<file path="config.mk">
export PLATFORM = sky130hd
export DESIGN_NAME = lsu
export DESIGN_NICKNAME = d
export VERILOG_FILES = /design/src/rtl/lsu.sv
export SDC_FILE = /design/constraint.sdc
export NUM_CORES = 1
export LEC_CHECK = 0
export ABC_CLOCK_PERIOD_IN_PS = 4700
export CORE_ASPECT_RATIO = 0.7
export CORE_UTILIZATION = 35
export CTS_BUF_LIST = sky130_fd_sc_hd__clkbuf_4
export DETAILED_ROUTE_END_ITERATION = 12
export DONT_BUFFER_PORTS = 1
export SLEW_MARGIN = 20
export SYNTH_ARGS = -nofsm -noshare
export SYNTH_HDL_FRONTEND = slang
export SYNTH_SLANG_ARGS = --single-unit
</file>
<file path="constraint.sdc">
create_clock -name clk -period 4.7 [get_ports clk]
set_input_delay 0.94 -clock clk [delete_from_list [all_inputs] [get_ports clk]]
set_output_delay 0.94 -clock clk [all_outputs]
set_load 0.01 [all_outputs]
</file>
<file path="src/rtl/lsu.sv">
// Load/store unit: byte-addressed requests onto a word memory, with two-cycle
// handling of accesses that straddle a word boundary.
module lsu #(
  parameter int AWIDTH = 10,
  parameter int DWIDTH = 32
) (
  input  logic              clk,
  input  logic              rst,
  input  logic              req_valid,
  output logic              req_ready,
  input  logic              req_we,
  input  logic [1:0]        req_size,
  input  logic              req_unsigned,
  input  logic [AWIDTH+1:0] req_addr,
  input  logic [DWIDTH-1:0] req_wdata,
  output logic              resp_valid,
  output logic [DWIDTH-1:0] resp_rdata,
  output logic              resp_err,
  output logic              dmem_en,
  output logic [3:0]        dmem_wbe,
  output logic [AWIDTH-1:0] dmem_addr,
  output logic [DWIDTH-1:0] dmem_din,
  input  logic [DWIDTH-1:0] dmem_dout
);

  typedef enum logic {IDLE, SECOND} state_t;

  state_t              state;
  logic [AWIDTH-1:0]   lat_addr;
  logic [1:0]          lat_off;
  logic [1:0]          lat_size;
  logic                lat_unsigned;
  logic                lat_we;
  logic [3:0]          lat_wbe;
  logic [DWIDTH-1:0]   lat_din;
  logic [DWIDTH-1:0]   lat_first;

  logic [1:0]          off;
  logic [AWIDTH-1:0]   word_addr;
  logic                legal;
  logic                split;
  logic                accept;
  logic [3:0]          lane_mask;
  logic [7:0]          mask8;
  logic [2*DWIDTH-1:0] sdata;
  logic [DWIDTH-1:0]   ld_low;

  function automatic logic [31:0] extend(input logic [31:0] w, input logic [1:0] sz,
                                         input logic uns);
    logic [31:0] r;
    case (sz)
      2'd0:    r = uns ? {24'h0, w[7:0]}  : {{24{w[7]}}, w[7:0]};
      2'd1:    r = uns ? {16'h0, w[15:0]} : {{16{w[15]}}, w[15:0]};
      default: r = w;
    endcase
    return r;
  endfunction

  assign off       = req_addr[1:0];
  assign word_addr = req_addr[AWIDTH+1:2];
  assign legal     = (req_size != 2'd3);
  assign split     = ((req_size == 2'd1) && (off == 2'd3)) || ((req_size == 2'd2) && (off != 2'd0));
  assign req_ready = (state == IDLE) && !rst;
  assign accept    = req_valid && req_ready;

  always_comb begin
    case (req_size)
      2'd0:    lane_mask = 4'b0001;
      2'd1:    lane_mask = 4'b0011;
      default: lane_mask = 4'b1111;
    endcase
  end

  assign mask8 = {4'b0000, lane_mask} << off;
  assign sdata = {{DWIDTH{1'b0}}, req_wdata} << {off, 3'b000};

  // Load window: in SECOND the latched first word sits below the live second word.
  always_comb begin
    if (state == SECOND)
      ld_low = DWIDTH'({dmem_dout, lat_first} >> {lat_off, 3'b000});
    else
      ld_low = DWIDTH'({{DWIDTH{1'b0}}, dmem_dout} >> {off, 3'b000});
  end

  always_comb begin
    dmem_en   = 1'b0;
    dmem_wbe  = 4'b0000;
    dmem_din  = '0;
    dmem_addr = word_addr;
    if (state == SECOND) begin
      dmem_addr = lat_addr + AWIDTH'(1);
      if (lat_we && !rst) begin
        dmem_en  = 1'b1;
        dmem_wbe = lat_wbe;
        dmem_din = lat_din;
      end
    end else if (req_valid && req_we && legal && !rst) begin
      dmem_en  = 1'b1;
      dmem_wbe = mask8[3:0];
      dmem_din = sdata[DWIDTH-1:0];
    end
  end

  always_ff @(posedge clk or posedge rst) begin
    if (rst) begin
      state        <= IDLE;
      resp_valid   <= 1'b0;
      resp_err     <= 1'b0;
      resp_rdata   <= '0;
      lat_addr     <= '0;
      lat_off      <= 2'd0;
      lat_size     <= 2'd0;
      lat_unsigned <= 1'b0;
      lat_we       <= 1'b0;
      lat_wbe      <= 4'b0000;
      lat_din      <= '0;
      lat_first    <= '0;
    end else begin
      resp_valid <= 1'b0;
      resp_err   <= 1'b0;
      resp_rdata <= '0;
      if (state == IDLE) begin
        if (accept) begin
          if (!legal) begin
            resp_valid <= 1'b1;
            resp_err   <= 1'b1;
          end else if (split) begin
            lat_addr     <= word_addr;
            lat_off      <= off;
            lat_size     <= req_size;
            lat_unsigned <= req_unsigned;
            lat_we       <= req_we;
            lat_wbe      <= mask8[7:4];
            lat_din      <= sdata[2*DWIDTH-1:DWIDTH];
            lat_first    <= dmem_dout;
            state        <= SECOND;
          end else begin
            resp_valid <= 1'b1;
            resp_rdata <= req_we ? '0 : extend(ld_low, req_size, req_unsigned);
          end
        end
      end else begin
        resp_valid <= 1'b1;
        resp_rdata <= lat_we ? '0 : extend(ld_low, lat_size, lat_unsigned);
        state      <= IDLE;
      end
    end
  end

endmodule

</file>
==> results.json <==
{
  "start_util_pct": 35.8,
  "synth_edf_count": 0,
  "grt_first_pass_wirelength_mm": 33.2,
  "viasPerCell": 5.57,
  "fmax_ghz": 0.282,
  "worst_ep_required_time_ns": 3.76,
  "cts-resized-gates": 0,
  "grt_max_degree": 88,
  "final_layout_size_suffix_gt1_share_pct": 12.8,
  "fin_crit_sh_pct": 75.4,
  "worstSetupEndpointType": "output pin",
  "via_count": 5951,
  "regToRegEndpoint": "resp_rdata[30]",
  "ys.warnings.count": 0,
  "clock_skew_ns": 0.0273,
  "synth_nets": 927,
  "die_area_um2": 20900,
  "hold_viol_final": 0,
  "r2r_setup_slack_ns": 1.74,
  "cts_hold_buf": 0,
  "cts_tree": "done",
  "arrival_ns": 2.60,
  "leakage_uw": 0.00331,
  "crit_path_max_fanout": 13,
  "critPathLaunchType": "primary input",
  "drt_iter0_markers": 519,
  "rsz0062_at_grt": "no",
  "seq_area_frac_synth_pct": 38.7,
  "ys_ff_latch": 110,
  "pin_count": 165,
  "grt.overflow.total": 0,
  "grt.total_usage_pct": 21.3,
  "peakVddDrop_mv": 0.0979,
  "max-cap-violations": 0,
  "synth_area_um2": 7120,
  "final_common_cell": "nand2_1",
  "reg2reg_depth": 7,
  "clkLatencyLatePin_ns": 0.51,
  "die_h_um": 121,
  "path_class": "in2out",
  "ys.flop_type": "dfrtp_1",
  "period_minus_slack_ns": 3.54,
  "hp-class": "in2async",
  "clk_pin_slew_ns": 0.18,
  "areaGrowthSynthToFinish_pct": 3.27,
  "drc": 0,
  "n_antenna_cell": 0,
  "synthesis.instances": 843,
  "slew-limit-headroom_pct": 26.1,
  "wl_per_cell_um": 20.5,
  "cts.sinks": 110,
  "post_cts_buffers": 0,
  "power.density_nw_per_um2": 323,
  "setup_tns_ns": 0,
  "drtPass1Iterations": 5,
  "async_flop_share_pct": 100,
  "holdWs_ns": 0.318,
  "yosysUniqueCellTypes": 42,
  "drt-total-wl_mm": 21.9,
  "tightest_slew_ns": 1.10,
  "grt_pass1_vias": 5339,
  "routabilityCongestion": 0.885,
  "cts_root_buf": "clkbuf_4",
  "die_w_um": 172,
  "antenna_left": 0,
  "antenna_found_initial": 0,
  "num_rows": 43,
  "power.total_uw": 2370,
  "nets": 878,
  "status": "completed",
  "htree_levels": 3,
  "dpl.hpwl_mm": 15.6,
  "clk_path_buf_depth": 2,
  "setup_viol": 0,
  "reg2reg_from": "state",
  "drv_slew": 0,
  "final_cell_mix": "nand2_1 (241), dfrtp_1 (109), a21oi_1 (65), o21ai_0 (56), mux2i_1 (48)",
  "core_region_area_um2": 19900,
  "port_buffers": 0,
  "numCtsBuffers": 9,
  "avgSynthCellArea_um2": 8.44
}
flip-flops by register name, indices dropped and copies added (netlist names):
name and count:
lat_addr 10, lat_din 24, lat_first 32, lat_off 2
lat_size 2, lat_unsigned 1, lat_wbe 3, lat_we 1
resp_err 1, resp_rdata 32, resp_valid 1, state 1
report_power, final:
group	leakage (µW)	switching [µW]	total (µW)	internal, µW
Clock	0.0000702	346	462	116
Combinational	0.00180	398	694	296
Sequential	0.00143	123	1210	1090
Total	0.00331	867	2370	1500
area by class of cell:
type | count | area [µm²]
clock buffers | 9 | 67.6
repair buffers | 11 | 82.6
fillers | 2059 | 12500
clock inverters | 7 | 55.1
well taps | 270 | 338
multi-input cells | 651 | 4010
flip-flops and latches | 110 | 2750
inverters | 11 | 46.3
cell usage after synthesis, drive strengths merged, types with 15 or more instances:
master    n  area (µm²)
nand3    22         110
clkbuf   39         146
dfrtp   110        2750
a31o     15         131
buf      32         190
mux2     48         544
a22o     15         131
nor2b    16         100
nand2   241         905
a22oi    24         180
a21oi    65         325
mux2i    48         480
o21ai    56         280
nor2     35         131
kinds of logic after synthesis:
logic type      count (synthesis)  share of synthesized area, %
mux                           107                          17.9
buf+inv                        82                          5.31
compound gates                202                          17.8
fa+ha+maj                       1                         0.176
xor+xnor                        8                         0.985
simple gates                  333                          19.1
flops                         110                          38.7
stage by stage:
stage,util (%),std cells,setup WS [ns],instance area (µm²)
floorplan,-,843,0.858,7120
global placement,36.4,1053,1.25,7220
detailed placement,36.4,1053,1.20,7220
CTS,37.0,1069,0.954,7340
global route,37.0,1069,1.03,7350
finish,37.0,1069,1.16,7350
routing by layer:
layer | up-vias | share of wire (%) | global-route usage, %
met5 | - | 0 | 0
met1 | 2899 | 49 | 33.2
met2 | 215 | 39 | 27.3
met4 | 0 | 0.54 | 3.26
li1 | 2827 | - | -
met3 | 10 | 11 | 8.19
critical path, cell delays in order:
cell	delay (ns)
nor2_1	0.14
nand4_1	0.11
buf_4	0.21
or2_2	0.40
nor2_1	0.50
a22o_1	0.29
how the worst max path moves through the flow:
stage	startpoint	end	slack (ns)	cells after the start
floorplan	rst	lat_addr[0]	0.86	1
global placement	rst	dmem_din[3]	1.25	6
finish	rst	dmem_din[3]	1.16	6
CTS	state	dmem_din[20]	0.95	6
global route	state	dmem_din[3]	1.03	6
detailed placement	rst	dmem_din[3]	1.20	6
(Power assumes the default switching activity.)
